### src/rtl/hall_commutator_if.sv
// rtl/hall_commutator_if.sv - hall input / phase drive signal bundle for hall_commutator
interface hall_commutator_if #(
    parameter int PERIOD_WIDTH = 16
);
    logic                    enable;
    logic                    dir;
    logic                    fault_clear;
    logic [2:0]              h;
    logic [2:0]              u;
    logic [2:0]              z;
    logic                    fault;
    logic                    step;
    logic [PERIOD_WIDTH-1:0] period;
    logic                    period_valid;

    modport master (
        output enable, dir, fault_clear, h,
        input  u, z, fault, step, period, period_valid
    );

    modport slave (
        input  enable, dir, fault_clear, h,
        output u, z, fault, step, period, period_valid
    );
endinterface

### src/rtl/hall_commutator.sv
// rtl/hall_commutator.sv - six-step BLDC hall commutator with glitch filter and fault latch
// Define HALL_PERIOD_EN to build the commutation-period counter; otherwise period/period_valid read 0.
module hall_commutator #(
    parameter int FILTER_CYCLES = 4,
    parameter int FAULT_LIMIT   = 3,
    parameter int PERIOD_WIDTH  = 16
) (
    input logic              clock,
    input logic              reset,
    hall_commutator_if.slave bus
);
    typedef enum logic [1:0] {IDLE, RUN, FAULT} state_t;

    localparam logic [7:0] FILT  = 8'(FILTER_CYCLES);
    localparam logic [3:0] LIMIT = 4'(FAULT_LIMIT);

    state_t     state, state_next;
    logic [2:0] sync1, sync2, cand, hf, hf_prev;
    logic [7:0] run_cnt, run_next;
    logic [3:0] bad_cnt, bad_cnt_next;
    logic [2:0] sec_now, sec_prev;
    logic       now_valid, prev_valid, adjacent, changed, legal, bad;
    logic [2:0] u_f, z_f, u_next, z_next;

    // Sector index 0..5 in forward rotation order; 7 marks an invalid code.
    function automatic logic [2:0] sector(input logic [2:0] code);
        case (code)
            3'b101:  sector = 3'd0;
            3'b100:  sector = 3'd1;
            3'b110:  sector = 3'd2;
            3'b010:  sector = 3'd3;
            3'b011:  sector = 3'd4;
            3'b001:  sector = 3'd5;
            default: sector = 3'd7;
        endcase
    endfunction

    function automatic logic [2:0] next_sector(input logic [2:0] s);
        next_sector = (s == 3'd5) ? 3'd0 : s + 3'd1;
    endfunction

    always_comb begin
        run_next = 8'd1;
        if (sync2 == cand)
            run_next = (run_cnt == 8'd255) ? 8'd255 : run_cnt + 8'd1;
    end

    always_ff @(posedge clock or posedge reset) begin
        if (reset) begin
            sync1   <= 3'b000;
            sync2   <= 3'b000;
            cand    <= 3'b000;
            run_cnt <= 8'd0;
            hf      <= 3'b000;
            hf_prev <= 3'b000;
        end else begin
            sync1   <= bus.h;
            sync2   <= sync1;
            cand    <= sync2;
            run_cnt <= run_next;
            if (run_next >= FILT)
                hf <= sync2;
            hf_prev <= hf;
        end
    end

    // A change of hf is seen for exactly one cycle as hf != hf_prev.
    always_comb begin
        sec_now    = sector(hf);
        sec_prev   = sector(hf_prev);
        now_valid  = (sec_now != 3'd7);
        prev_valid = (sec_prev != 3'd7);
        adjacent   = (sec_now == next_sector(sec_prev)) || (sec_prev == next_sector(sec_now));
        changed    = (hf != hf_prev);
        legal      = changed && now_valid && prev_valid && adjacent;
        bad        = changed && (!now_valid || (prev_valid && !adjacent));
    end

    always_comb begin
        state_next   = state;
        bad_cnt_next = bad_cnt;
        case (state)
            IDLE: if (bus.enable) state_next = RUN;
            RUN: begin
                if (bad)
                    bad_cnt_next = bad_cnt + 4'd1;
                else if (legal)
                    bad_cnt_next = 4'd0;
                if (bad && bad_cnt_next >= LIMIT)
                    state_next = FAULT;
                else if (!bus.enable)
                    state_next = IDLE;
            end
            FAULT: begin
                if (bus.fault_clear) begin
                    state_next   = IDLE;
                    bad_cnt_next = 4'd0;
                end
            end
            default: state_next = IDLE;
        endcase
    end

    always_comb begin
        u_f = 3'b000;
        z_f = 3'b000;
        case (hf)
            3'b101: begin u_f = 3'b100; z_f = 3'b001; end
            3'b100: begin u_f = 3'b100; z_f = 3'b010; end
            3'b110: begin u_f = 3'b010; z_f = 3'b100; end
            3'b010: begin u_f = 3'b010; z_f = 3'b001; end
            3'b011: begin u_f = 3'b001; z_f = 3'b010; end
            3'b001: begin u_f = 3'b001; z_f = 3'b100; end
            default: ;
        endcase
        u_next = 3'b000;
        z_next = 3'b111;
        if (state_next == RUN && now_valid) begin
            u_next = bus.dir ? ~(u_f | z_f) : u_f;
            z_next = z_f;
        end
    end

    always_ff @(posedge clock or posedge reset) begin
        if (reset) begin
            state     <= IDLE;
            bad_cnt   <= 4'd0;
            bus.u     <= 3'b000;
            bus.z     <= 3'b111;
            bus.fault <= 1'b0;
            bus.step  <= 1'b0;
        end else begin
            state     <= state_next;
            bad_cnt   <= bad_cnt_next;
            bus.u     <= u_next;
            bus.z     <= z_next;
            bus.fault <= (state_next == FAULT);
            bus.step  <= legal && (state == RUN);
        end
    end

`ifdef HALL_PERIOD_EN
    localparam logic [PERIOD_WIDTH-1:0] PMAX = '1;

    logic [PERIOD_WIDTH-1:0] pcount;
    logic                    have_step;

    // have_step marks that the current RUN stretch has a reference step to measure from.
    always_ff @(posedge clock or posedge reset) begin
        if (reset) begin
            pcount           <= '0;
            have_step        <= 1'b0;
            bus.period       <= '0;
            bus.period_valid <= 1'b0;
        end else if (state_next != RUN) begin
            pcount           <= '0;
            have_step        <= 1'b0;
            bus.period_valid <= 1'b0;
        end else if (legal && state == RUN) begin
            bus.period       <= pcount;
            bus.period_valid <= have_step && (pcount != PMAX);
            have_step        <= 1'b1;
            pcount           <= {{(PERIOD_WIDTH-1){1'b0}}, 1'b1};
        end else if (pcount != PMAX) begin
            pcount <= pcount + 1'b1;
            if (pcount == PMAX - 1'b1) begin
                bus.period       <= PMAX;
                bus.period_valid <= 1'b0;
            end
        end
    end
`else
    assign bus.period       = {PERIOD_WIDTH{1'b0}};
    assign bus.period_valid = 1'b0;
`endif
endmodule
### src/flat_wrapper.sv
// flat-port wrapper written by rule: the top's interface ports become plain ports
module hall_commutator_flat 
#(
    parameter int FILTER_CYCLES = 4,
    parameter int FAULT_LIMIT   = 3,
    parameter int PERIOD_WIDTH  = 16
)
  (clock, reset, bus_enable, bus_dir, bus_fault_clear, bus_h, bus_u, bus_z, bus_fault, bus_step, bus_period, bus_period_valid);
  hall_commutator_if #(.PERIOD_WIDTH(PERIOD_WIDTH)) bus_i ();
  input logic clock;
  input logic reset;
  input wire logic [$bits(bus_i.enable)-1:0] bus_enable;
  input wire logic [$bits(bus_i.dir)-1:0] bus_dir;
  input wire logic [$bits(bus_i.fault_clear)-1:0] bus_fault_clear;
  input wire logic [$bits(bus_i.h)-1:0] bus_h;
  output wire logic [$bits(bus_i.u)-1:0] bus_u;
  output wire logic [$bits(bus_i.z)-1:0] bus_z;
  output wire logic [$bits(bus_i.fault)-1:0] bus_fault;
  output wire logic [$bits(bus_i.step)-1:0] bus_step;
  output wire logic [$bits(bus_i.period)-1:0] bus_period;
  output wire logic [$bits(bus_i.period_valid)-1:0] bus_period_valid;
  assign bus_i.enable = bus_enable;
  assign bus_i.dir = bus_dir;
  assign bus_i.fault_clear = bus_fault_clear;
  assign bus_i.h = bus_h;
  assign bus_u = bus_i.u;
  assign bus_z = bus_i.z;
  assign bus_fault = bus_i.fault;
  assign bus_step = bus_i.step;
  assign bus_period = bus_i.period;
  assign bus_period_valid = bus_i.period_valid;
  hall_commutator #(.FILTER_CYCLES(FILTER_CYCLES), .FAULT_LIMIT(FAULT_LIMIT), .PERIOD_WIDTH(PERIOD_WIDTH)) u_core (.clock(clock), .reset(reset), .bus(bus_i));
endmodule
### config.mk
export PLATFORM = sky130hd
export DESIGN_NAME = hall_commutator_flat
export DESIGN_NICKNAME = d
export VERILOG_FILES = /design/src/rtl/hall_commutator_if.sv /design/src/rtl/hall_commutator.sv /design/src/flat_wrapper.sv
export SDC_FILE = /design/constraint.sdc
export NUM_CORES = 1
export LEC_CHECK = 0
export CAP_MARGIN = 20
export CORE_MARGIN = 10
export CORE_UTILIZATION = 31
export CTS_CLUSTER_SIZE = 10
export DETAILED_ROUTE_END_ITERATION = 8
export GPL_TIMING_DRIVEN = 0
export PLACE_DENSITY = 0.54
export SLEW_MARGIN = 20
export SYNTH_ARGS = -nofsm -noshare
export SYNTH_HDL_FRONTEND = slang
export SYNTH_SLANG_ARGS = --single-unit
### constraint.sdc
create_clock -name clock -period 2.7 [get_ports clock]
set_input_delay 0.54 -clock clock [delete_from_list [all_inputs] [get_ports clock]]
set_output_delay 0.54 -clock clock [all_outputs]
set_load 0.005 [all_outputs]
==> impl_summary.log <==
INFO  metric worstHoldStart = u_core.sync1[1]$_DFF_PP0_
INFO  metric postSynth.asyncResetShare = 100.0%
INFO  metric timing.critical_path.max_delay_family = compound AO/OA/AOI/OAI gates
INFO  metric layout-drive-gt1-share = 21.45%
INFO  metric timing.critical_path.arrival = 2.73 ns
INFO  metric routed_wl = 4620 microns
INFO  metric die-width = 104.8 microns
INFO  metric required = between 2 and 3 ns
INFO  metric worst_stage_delay_on_the_critical_path = between 0.4 and 0.5 ns
INFO  metric postSynth.topFlopCell = sky130_fd_sc_hd__dfrtp_1
INFO  metric rsz0062_at_grt = true
INFO  metric route.detailed.drc = 0
INFO  metric length_of_the_first_detailed_routing_pass_in_iterations = 4
INFO  metric detailroute.via_count = 1,733
INFO  metric slew-limit-headroom = 61.21%
INFO  metric tritoncts.num_buffers = 5
INFO  metric max-vdd-ir-drop = roughly 0.38 mV
INFO  metric clock_latency = approximately 0.29 ns
INFO  metric gr_ovfl_total = 0
INFO  metric cts.sink_count = 37
INFO  metric drtIter0Drc = just under 60
INFO  metric drtAntennaViolNets = 0
INFO  metric crit_chain = buf_2 -> nor2b_2 -> nor2_1 -> ha_2 -> nand2b_1 -> a21oi_1 -> a311o_1 -> a211oi_2 -> buf_4 -> o22ai_4 -> a31o_1
INFO  metric finalSetupTns = 0 ns
INFO  metric postSynthAreaPerCell = a little under 10 sq um
INFO  metric io-pin-count = 33
INFO  metric grt_start_max_net_pins = 26
INFO  metric cts.root.buffer_cell = sky130_fd_sc_hd__clkbuf_8
INFO  metric cts.path.max_buffers = 2
INFO  metric finalHoldViolCount = 0
INFO  metric floorplan.initialDensity = between 30% and 40%
INFO  metric power-per-cell-area = 1017 nW/um^2
INFO  metric hold_class = flop to flop
INFO  metric rr_startpoint = u_core.hf[1]$_DFFE_PP0P_
INFO  metric setup_viol = 0
INFO  metric synth-seq-area-share = 41.67%
INFO  metric timing.critical_path.buf_inv = 2
INFO  metric drv.max_cap_violation_count = 0
INFO  metric design_power_total = ~2.8 mW
INFO  metric cp_max_fo = 10
INFO  metric grt_first_pass_wirelength = around 8000 microns
INFO  metric fp.dieH = roughly 100 microns
INFO  metric yosysWarnings = 0
INFO  metric layout.filler_cells = between 700 and 800
INFO  metric place_congestion = 0.7938
INFO  metric placeableCoreArea = slightly below 7000 sq um
INFO  metric r2r-end = u_core.bus.fault$_DFF_PP0_
INFO  metric cts_hold_buffers = 0
INFO  metric holdPathStages = 0
INFO  metric cp-end-kind = flop
INFO  metric maxClockFrequency = approximately 0.4 GHz
INFO  metric gr-usage-all-layers = around 8.7%
INFO  metric cts_tree = built
INFO  metric clock_tree.htree_level_count = 2
INFO  metric setup_slack_reg_to_reg = approximately 0.15 ns
INFO  metric portBuffers = 15
INFO  metric antenna_found_initial = 0
INFO  metric report.final.slew_viol_count = 0
INFO  metric route.detailed.vias_per_inst = ~4.7
INFO  metric antennaDiodeCount = 0
INFO  metric nets = ~290
INFO  metric critPathSlowestCell = sky130_fd_sc_hd__dfrtp_2
INFO  metric ys_types = between 50 and 60
INFO  metric max_slew.worst_pin.slew = between 0.5 and 0.6 ns
INFO  metric die-area = approximately 11,000 sq um
INFO  metric synth.ff_latch_count = 37
INFO  metric wl_per_cell = 12.45 microns
INFO  metric layout-area-overhead-vs-synth = 22.49%
INFO  metric hold_path_end = u_core.sync2[1]$_DFF_PP0_
INFO  metric crit_path_start_kind = flop
INFO  metric cp_num_cells = 11
INFO  metric status = finished clean
INFO  metric post_synth_edffs = 0
INFO  metric critical_path_class = flop to flop
INFO  metric timing.final.crit_period = 2.554 ns
INFO  metric synthesis.area = roughly 2200 sq um
INFO  metric min_period_over_period = 94.59%
INFO  metric timing.clock.skew = 0.009651 ns
INFO  metric cellLeakagePower = 1.166 nW
INFO  metric rows = 30
INFO  metric number_of_global_route_vias_before_repair = 1,708
INFO  metric cts.clk_slew.worst_paths = roughly 0.08 ns
INFO  metric postSynthCellCount = 232
INFO  metric dp.final_hpwl = about 3600 microns
INFO  metric finish.utilization = 39.57%
INFO  metric ff2ff_path_depth = 11
synthesized netlist by cell type, types with 2 or more instances:
cell type,n,share of area (%)
sky130_fd_sc_hd__buf_2,4,0.90
sky130_fd_sc_hd__nand2b_1,9,2.5
sky130_fd_sc_hd__a21o_1,2,0.67
sky130_fd_sc_hd__a31oi_1,2,0.56
sky130_fd_sc_hd__and3_1,4,1.1
sky130_fd_sc_hd__and2_1,5,1.4
sky130_fd_sc_hd__nand3_1,11,2.5
sky130_fd_sc_hd__xor2_1,2,0.79
sky130_fd_sc_hd__mux2_2,4,2.0
sky130_fd_sc_hd__or3b_1,2,0.79
sky130_fd_sc_hd__o211ai_1,2,0.67
sky130_fd_sc_hd__a21oi_1,13,2.9
sky130_fd_sc_hd__nand2_1,16,2.7
sky130_fd_sc_hd__o22ai_1,2,0.56
sky130_fd_sc_hd__ha_1,4,2.2
sky130_fd_sc_hd__nor2_1,14,2.4
sky130_fd_sc_hd__xnor2_1,6,2.4
sky130_fd_sc_hd__inv_1,9,1.5
sky130_fd_sc_hd__a311o_1,2,0.90
sky130_fd_sc_hd__a31o_1,2,0.79
sky130_fd_sc_hd__o21ai_0,12,2.7
sky130_fd_sc_hd__dfrtp_1,34,38
sky130_fd_sc_hd__a211o_1,3,1.2
sky130_fd_sc_hd__xnor2_2,2,1.5
sky130_fd_sc_hd__or4_1,2,0.67
sky130_fd_sc_hd__nand4_1,3,0.84
sky130_fd_sc_hd__nor2b_1,5,1.4
sky130_fd_sc_hd__clkbuf_1,2,0.34
sky130_fd_sc_hd__buf_4,18,6.1
sky130_fd_sc_hd__nand4_2,2,1.1
sky130_fd_sc_hd__dfstp_2,3,3.5
sky130_fd_sc_hd__a211oi_1,9,3.0
where the power goes:
part / internal, mW / switching (mW)
Sequential: 0.680 / 0.0984
Combinational: 0.710 / 0.890
Clock: 0.183 / 0.218
state kept, by name (all words and copies together) (netlist names), 3 cells and up:
signal and flops:
u_core.run_cnt 8, u_core.bad_cnt 4, u_core.bus.u 3, u_core.bus.z 3
u_core.cand 3, u_core.hf 3, u_core.hf_prev 3, u_core.sync1 3
u_core.sync2 3
worst max-delay path by stage:
stage | to | startpoint | slack [ns]
after CTS | u_core.bus.u[1]$_DFF_PP0_ | u_core.hf[0]$_DFFE_PP0P_ | 0.04
final | u_core.bus.fault$_DFF_PP0_ | u_core.hf[1]$_DFFE_PP0P_ | 0.15
after floorplan | u_core.bus.fault$_DFF_PP0_ | u_core.hf[0]$_DFFE_PP0P_ | 0.32
after detailed placement | u_core.bus.u[1]$_DFF_PP0_ | u_core.hf[0]$_DFFE_PP0P_ | -0.12
after global placement | u_core.bus.u[1]$_DFF_PP0_ | u_core.hf[0]$_DFFE_PP0P_ | -0.07
after global routing | u_core.bus.u[2]$_DFF_PP0_ | u_core.hf[1]$_DFFE_PP0P_ | -0.002
layout make-up:
cell class              instances  area [sq um]  area share, %
inverters                       9         33.78          1.236
multi-input cells             177          1187          43.45
repair buffers                 19         192.7          7.051
clock buffers                   5         68.82          2.518
clock inverters                 3         21.27         0.7784
plain buffers                  25         177.7          6.502
well taps                      96         120.1          4.396
flip-flops and latches         37         930.9          34.07
stage by stage:
step,hold WS (ns),worst slack (ns),instance area [sq um],std cells
6_report,0.3560,0.1462,2733,371
2_1_floorplan,0.3312,0.3173,2291,248
3_3_place_gp,0.3374,-0.06509,2561,359
3_5_place_dp,0.3380,-0.1219,2581,360
4_1_cts,0.3600,0.03653,2681,368
5_1_grt,0.3633,-0.002246,2733,371
cell families (layout without fill, tap and decap cells):
group                      Yosys count  in the layout  share of synthesized area (%)
muxes                                5              5                          2.468
adders and majority gates            6              6                          3.197
and+or+nand+nor                     78             78                          18.96
xor gates and xnor gates            10             10                          4.599
DFF                                 37             37                          41.67
buffers and inverters               34             61                          9.310
AOI/OAI and AO/OA                   61             61                          19.63
other                                1             17                         0.1681
worst register-to-register path: stages, from the launching register on:
cell                       delay [ns]
sky130_fd_sc_hd__dfrtp_2         0.45
sky130_fd_sc_hd__buf_2           0.18
sky130_fd_sc_hd__nor2b_2         0.19
sky130_fd_sc_hd__nor2_1          0.13
sky130_fd_sc_hd__ha_2            0.24
sky130_fd_sc_hd__nand2b_1        0.16
sky130_fd_sc_hd__a21oi_1         0.08
sky130_fd_sc_hd__a311o_1         0.33
sky130_fd_sc_hd__a211oi_2        0.19
sky130_fd_sc_hd__buf_4           0.16
sky130_fd_sc_hd__o22ai_4         0.09
sky130_fd_sc_hd__a31o_1          0.24
cells in the final DEF (no fill, tap or decap), types with 7 or more instances in the layout:
master / count
sky130_fd_sc_hd__dfrtp_1: 33
sky130_fd_sc_hd__buf_4: 22
sky130_fd_sc_hd__conb_1: 17
sky130_fd_sc_hd__nand2_1: 16
sky130_fd_sc_hd__clkdlybuf4s50_1: 15
sky130_fd_sc_hd__nor2_1: 14
sky130_fd_sc_hd__a21oi_1: 13
sky130_fd_sc_hd__nand3_1: 11
sky130_fd_sc_hd__o21ai_0: 10
sky130_fd_sc_hd__nand2b_1: 9
sky130_fd_sc_hd__inv_1: 8
sky130_fd_sc_hd__a211oi_1: 7
timing repair:
item,CTS,global route
endpoints found under the hold margin,0,0
cloned,0,0
pin swaps,0,2
gates resized for setup,3,10
buffers inserted,0,3
endpoints found under the setup margin,5,10
layer usage:
layer / share of wire [%] / GRT usage (%)
met1: 44 / 10.02
met2: 50 / 15.52
met3: 4.5 / 2.641
met4: 0.63 / 1.765
met5: 0 / 0
No activity file was read; power rests on OpenSTA's default activity.
